[src/rtl/per_meas_pkg.sv]
// Shared types and constants for the period measurement sequencer.
package per_meas_pkg;

  localparam int unsigned PER_W_DEF = 9;

  typedef enum logic [1:0] {
    IDLE = 2'd0,
    ARM  = 2'd1,
    MEAS = 2'd2
  } state_t;

  // All-ones value of a w-bit counter.
  function automatic int unsigned per_max(input int unsigned w);
    return (32'd1 << w) - 32'd1;
  endfunction

  localparam int unsigned PER_MAX = per_max(PER_W_DEF);

endpackage

[src/rtl/edge_sync.sv]
// Two-flop synchronizer plus delay flop; flags a rising edge of an async pin.
module edge_sync (
  input  logic i_clk,
  input  logic i_rst,
  input  logic i_async_in,
  output logic o_rise_c
);

  logic r_s1;
  logic r_s2;
  logic r_s3;

  // Synchronizer chain; s3 holds the previous synchronized level.
  always_ff @(posedge i_clk) begin
    if (i_rst) begin
      r_s1 <= 1'b0;
      r_s2 <= 1'b0;
      r_s3 <= 1'b0;
    end else begin
      r_s1 <= i_async_in;
      r_s2 <= r_s1;
      r_s3 <= r_s2;
    end
  end

  assign o_rise_c = r_s2 & ~r_s3;

endmodule

[src/rtl/period_meas_ctrl.sv]
// Measures clocks between successive rising edges of an async input and
// strobes the saturated count out to the capture register.
module period_meas_ctrl
  import per_meas_pkg::*;
#(
  parameter int unsigned PER_W = PER_W_DEF
) (
  input  logic             i_clk,
  input  logic             i_rst,
  input  logic             i_en,
  input  logic             i_sig,
  output logic             o_capture,
  output logic [PER_W-1:0] o_period,
  output logic             o_ovf,
  output logic             o_meas_vld
);

  localparam logic [PER_W-1:0] CNT_MAX = PER_W'(per_max(PER_W));

  logic w_rise;

  state_t           r_state;
  logic [PER_W-1:0] r_cnt;
  logic [PER_W-1:0] r_period;
  logic             r_ovf;
  logic             r_capture;
  logic             r_meas_vld;

  state_t           w_state_nxt;
  logic [PER_W-1:0] w_cnt_nxt;
  logic [PER_W-1:0] w_period_nxt;
  logic             w_ovf_nxt;
  logic             w_capture_nxt;
  logic             w_meas_vld_nxt;

  edge_sync u_edge_sync (
    .i_clk      (i_clk),
    .i_rst      (i_rst),
    .i_async_in (i_sig),
    .o_rise_c   (w_rise)
  );

  // State, counter and output registers; reset discards any partial count.
  always_ff @(posedge i_clk) begin
    if (i_rst) begin
      r_state    <= IDLE;
      r_cnt      <= '0;
      r_period   <= '0;
      r_ovf      <= 1'b0;
      r_capture  <= 1'b0;
      r_meas_vld <= 1'b0;
    end else begin
      r_state    <= w_state_nxt;
      r_cnt      <= w_cnt_nxt;
      r_period   <= w_period_nxt;
      r_ovf      <= w_ovf_nxt;
      r_capture  <= w_capture_nxt;
      r_meas_vld <= w_meas_vld_nxt;
    end
  end

  // Next-state and next-output logic; disable overrides any edge.
  always_comb begin
    w_state_nxt    = r_state;
    w_cnt_nxt      = r_cnt;
    w_period_nxt   = r_period;
    w_ovf_nxt      = r_ovf;
    w_capture_nxt  = 1'b0;
    w_meas_vld_nxt = r_meas_vld;

    if (!i_en) begin
      w_state_nxt    = IDLE;
      w_cnt_nxt      = '0;
      w_meas_vld_nxt = 1'b0;
    end else begin
      case (r_state)
        IDLE: begin
          w_cnt_nxt      = '0;
          w_meas_vld_nxt = 1'b0;
          w_state_nxt    = ARM;
        end
        ARM: begin
          if (w_rise) begin
            w_cnt_nxt   = PER_W'(1);
            w_state_nxt = MEAS;
          end
        end
        MEAS: begin
          if (w_rise) begin
            w_period_nxt   = r_cnt;
            w_ovf_nxt      = (r_cnt == CNT_MAX);
            w_capture_nxt  = 1'b1;
            w_meas_vld_nxt = 1'b1;
            w_cnt_nxt      = PER_W'(1);
          end else if (r_cnt != CNT_MAX) begin
            w_cnt_nxt = r_cnt + PER_W'(1);
          end
        end
        default: begin
          w_state_nxt = IDLE;
          w_cnt_nxt   = '0;
        end
      endcase
    end
  end

  assign o_capture  = r_capture;
  assign o_period   = r_period;
  assign o_ovf      = r_ovf;
  assign o_meas_vld = r_meas_vld;

endmodule

[config.mk]
export PLATFORM = sky130hd
export DESIGN_NAME = period_meas_ctrl
export DESIGN_NICKNAME = d
export VERILOG_FILES = /design/src/rtl/per_meas_pkg.sv /design/src/rtl/edge_sync.sv /design/src/rtl/period_meas_ctrl.sv
export SDC_FILE = /design/constraint.sdc
export NUM_CORES = 1
export LEC_CHECK = 0
export BUFFER_PORTS_ARGS = -buffer_cell sky130_fd_sc_hd__buf_2
export CAP_MARGIN = 20
export CORE_MARGIN = 8
export CORE_UTILIZATION = 50
export CTS_BUF_LIST = sky130_fd_sc_hd__clkbuf_8
export DETAILED_ROUTE_END_ITERATION = 10
export MAX_ROUTING_LAYER = met4
export PLACE_DENSITY = 0.83
export SLEW_MARGIN = 20
export SYNTH_ARGS = -nofsm -noshare
export SYNTH_HDL_FRONTEND = slang
export SYNTH_SLANG_ARGS = --single-unit
[constraint.sdc]
create_clock -name i_clk -period 2.66 [get_ports i_clk]
set_input_delay 0.266 -clock i_clk [delete_from_list [all_inputs] [get_ports i_clk]]
set_output_delay 0.266 -clock i_clk [all_outputs]
set_load 0.01 [all_outputs]
==> out/qor_table.md <==
| Step | Item | This run |
|---|---|---|
| min path | Hold crit path type | primary input to register |
| logic synthesis | Seq/Total Area, Yosys | 46.7% |
| logic synthesis | Most instantiated cells after synthesis | 26 x sky130_fd_sc_hd__dfxtp_1, 24 x sky130_fd_sc_hd__nand2_1, 15 x sky130_fd_sc_hd__nor2_1 |
| critical path | Reg2Reg Setup Slack | 560 ps |
| sta | Setup violations, final | 0 |
| sta | Number of slew-limit violations in the final report | 0 |
| route | Vias per std cell | 5.33 |
| grt | Number of global-route vias before repair | 884 |
| clocking | Buffer levels on the longest clock path | 2 |
| placement | Half-perimeter wire length after placement | 1.60 mm |
| min path | Hold Path End | u_edge_sync.r_s1 |
| critical path | Element type at the critical path start | register |
| sta | Maximum operating frequency | 477 MHz |
| critical path | Endpoint kind of the worst setup timing path | register |
| critical path | Length in cells of the worst reg-to-reg path | 8 |
| route | Average detailed-routed wire length per instance | 12.8 µm |
| logic synthesis | Yosys cell types | 27 |
| grt | Antenna violations before repair | 0 |
| floorplanning | Core region area | 2150 µm² |
| clocking | Worst skew pair latency | 270 ps |
| placement | Global placement routability congestion | 0.850 |
| floorplanning | Die Footprint | 3990 µm² |
| logic synthesis | Number of enable-type register cells in the synthesized netlist | 0 |
| critical path | First element of the critical path | r_cnt[0] |
| critical path | Cell with the largest stage delay on the worst path | sky130_fd_sc_hd__or4b_4 |
| critical path | Top cell family by delay on the critical path | simple AND/OR/NAND/NOR gates |
| floorplanning | IO Count | 16 |
| critical path | Crit path DAT | 2300 ps |
| sta | Final worst slack | 564 ps |
| floorplanning | Floorplan die height | 63.2 µm |
| route | Wire length reported by the detailed router | 2.18 mm |
| grt | Global route overflow | 0 |
| clocking | Clock-pin slew on the worst setup and hold paths | 90 ps |
| clocking | Post-CTS setup buffer count | 0 |
| sta | Tcrit/Tclk final | 78.8% |
| floorplanning | Die width | 63.2 µm |
| logic synthesis | Most frequently used cell type in the post-synthesis netlist | sky130_fd_sc_hd__dfxtp_1 |
| sta | RSZ-0062 raised after global routing | no |
| critical path | Largest stage delay on the critical path | 490 ps |
| placement | Post-placement worst setup slack | 627 ps |
| logic synthesis | Syn Inst Count | 127 |
| route | Vias after detailed routing | 906 |
| logic synthesis | Largest cells by area after synthesis | sky130_fd_sc_hd__dfxtp_1 47%, sky130_fd_sc_hd__nand2_1 8.1%, sky130_fd_sc_hd__ha_1 6.7% |
| logic synthesis | Yosys warnings | 0 |
| min path | Hold_sp | i_sig |
| grt | Wire length of the first global-routing pass | 3.82 mm |
| logic synthesis | Biggest area consumer among synthesized cells | sky130_fd_sc_hd__dfxtp_1 |
| logic synthesis | FFs w/ async S/R, synth | 0% |
| critical path | Endpoint of the lowest-slack register-to-register path | r_cnt[7] |
| power and ir drop | Worst IR drop on VDD | 0.000344 V |
| critical path | Cell repeated most along the worst path | sky130_fd_sc_hd__ha_1 |
| final layout | Ant. Diodes | 0 |
| logic synthesis | Top FF cell, synth | sky130_fd_sc_hd__dfxtp_1 |
| power and ir drop | Leakage Power | 0.511 nW |
| sta | Hold violation total from the final report | 0 |
| clocking | Total CTS buffers | 3 |
| floorplanning | Initial Util | 51.8% |
| clocking | Clock sink count | 26 |
| grt | Maximum number of pins on one net before global-route repair | 16 |
| logic synthesis | Synthesized cell area | 1110 µm² |
| logic synthesis | Register bit total from synthesis | 26 |
| sta | Time the final worst path needs with I/O delays and setup | 2100 ps |
| logic synthesis | Mapped Nets | 137 |
| sta | Headroom to the max-slew limit | 67.9% |
| critical path | Cells traversed along the worst timing path | ha_1 > nand3_1 > nor2_1 > ha_1 > a21oi_4 > o21ai_2 > or4b_4 > a21oi_2 |
| route | Remaining antenna violation count after routing | 0 |
| clocking | Depth of the CTS H-tree | 1 |
| critical path | Number of buffers and inverters on the critical path | 0 |
| clocking | Clock tree from TritonCTS | built |
| route | First-iteration detailed-routing DRC count | 42 |
| sta | Worst Clk Skew | 4.70 ps |
| sta | Post-route setup TNS | 0 ps |
| placement | Port bufs | 15 |
| min path | Worst Hold Depth | 2 |
| sta | Slew at the pin with the worst max-slew slack | 478 ps |
| critical path | Crit path kind | register to register |
| final layout | Fraction of layout cells with a size suffix above 1 | 16.9% |
| clocking | Post-CTS Resized | 0 |
| logic synthesis | Share of the synthesized area in the top cell type | 46.7% |
| status | Result of the run | finished, final reports clean |
| final layout | Relative area change from synthesis to final layout | 14.7% |
| clocking | Clock root buffer | sky130_fd_sc_hd__clkbuf_8 |
| run | Reported max-cap violation count | 0 |
| floorplanning | Row Count | 17 |
| logic synthesis | Average footprint of a synthesized cell | 8.77 µm² |
| critical path | Largest fanout on the critical path | 6 |
| final layout | Number of nets in the layout | 153 |
| clocking | Number of hold buffers added after cts | 0 |
| route | DR DRC count | 0 |
| power and ir drop | Power per cell area | 589 nW/µm² |
| route | First drt pass iteration count | 4 |
| critical path | Data required time at the worst endpoint | 2860 ps |
| grt | Total global-route track usage | 11.7% |
| critical path | Origin of the critical flop-to-flop path | r_cnt[0] |
## where the power goes
group,internal (mW),switching [mW]
Sequential,0.392,0.00268
Clock,0.201,0.118
Combinational,0.0135,0.0239
## through the flow
| step | instances | hold slack (ps) | util [%] | area, µm² | power (mW) |
|---|---|---|---|---|---|
| after floorplan | 127 | 338 | - | 1110 | 0.432 |
| after global placement | 166 | 430 | 56.1 | 1210 | 0.439 |
| after detailed placement | 166 | 441 | 56.1 | 1210 | 0.441 |
| after CTS | 170 | 209 | 59.5 | 1280 | 0.759 |
| after global routing | 170 | 233 | 59.5 | 1280 | 0.775 |
| final | 170 | 209 | 59.5 | 1280 | 0.752 |
## area by class of cell
type | instances | area [µm²]
multi-input cells | 93 | 557
flip-flops and latches | 26 | 520
well taps | 28 | 35.0
inverters | 3 | 11.3
repair buffers | 16 | 82.6
clock buffers | 3 | 41.3
clock inverters | 1 | 30.0
fillers | 197 | 871
## kinds of logic (layout without fill, tap and decap cells)
kind of cell               Yosys count  count (layout)  synth area share [%]
xor gates and xnor gates             5               5                  3.93
and+or+nand+nor                     52              52                  20.8
DFF                                 26              26                  46.7
adders and majority gates            6               6                  6.74
buffers and inverters                8              23                  3.26
AOI/OAI and AO/OA                   28              28                  16.7
muxes                                2               2                  1.80
## worst max path at each step
stage / endpoint / slack [ps] / cells past startpoint
3_3_place_gp: r_cnt[7] / 730 / 8
3_5_place_dp: r_cnt[7] / 630 / 8
5_1_grt: r_cnt[7] / 490 / 8
6_report: r_cnt[7] / 560 / 8
2_1_floorplan: r_cnt[7] / 780 / 8
4_1_cts: r_cnt[7] / 590 / 8
## sequential cells by signal (all words and copies together) (netlist names)
register          flops
o_capture             1
o_meas_vld            1
o_period              9
u_edge_sync.r_s1      1
o_ovf                 1
u_edge_sync.r_s2      1
r_cnt                 9
r_state               2
u_edge_sync.r_s3      1
## metal layers
metal  GRT usage [%]  wire length [µm]  part of all wire (%)
met5               -                 0                     0
met4            4.18                 0                     0
met3            3.00               104                   4.8
met2            20.7              1130                    52
met1            12.2               953                    44
## layout by cell type, fill, tap and decap left out, types with 3 or more instances in the layout
master / Yosys / routed
sky130_fd_sc_hd__a21oi_1: 13 / 13
sky130_fd_sc_hd__and3_1: 3 / 3
sky130_fd_sc_hd__buf_2: 2 / 15
sky130_fd_sc_hd__clkbuf_8: 0 / 3
sky130_fd_sc_hd__dfxtp_1: 26 / 26
sky130_fd_sc_hd__ha_1: 6 / 6
sky130_fd_sc_hd__inv_1: 3 / 3
sky130_fd_sc_hd__nand2_1: 24 / 24
sky130_fd_sc_hd__nor2_1: 15 / 15
sky130_fd_sc_hd__nor2b_1: 4 / 4
sky130_fd_sc_hd__o2111ai_1: 3 / 3
sky130_fd_sc_hd__o21ai_0: 3 / 3
sky130_fd_sc_hd__xor2_1: 5 / 5
No activity file was read; power rests on OpenSTA's default activity.
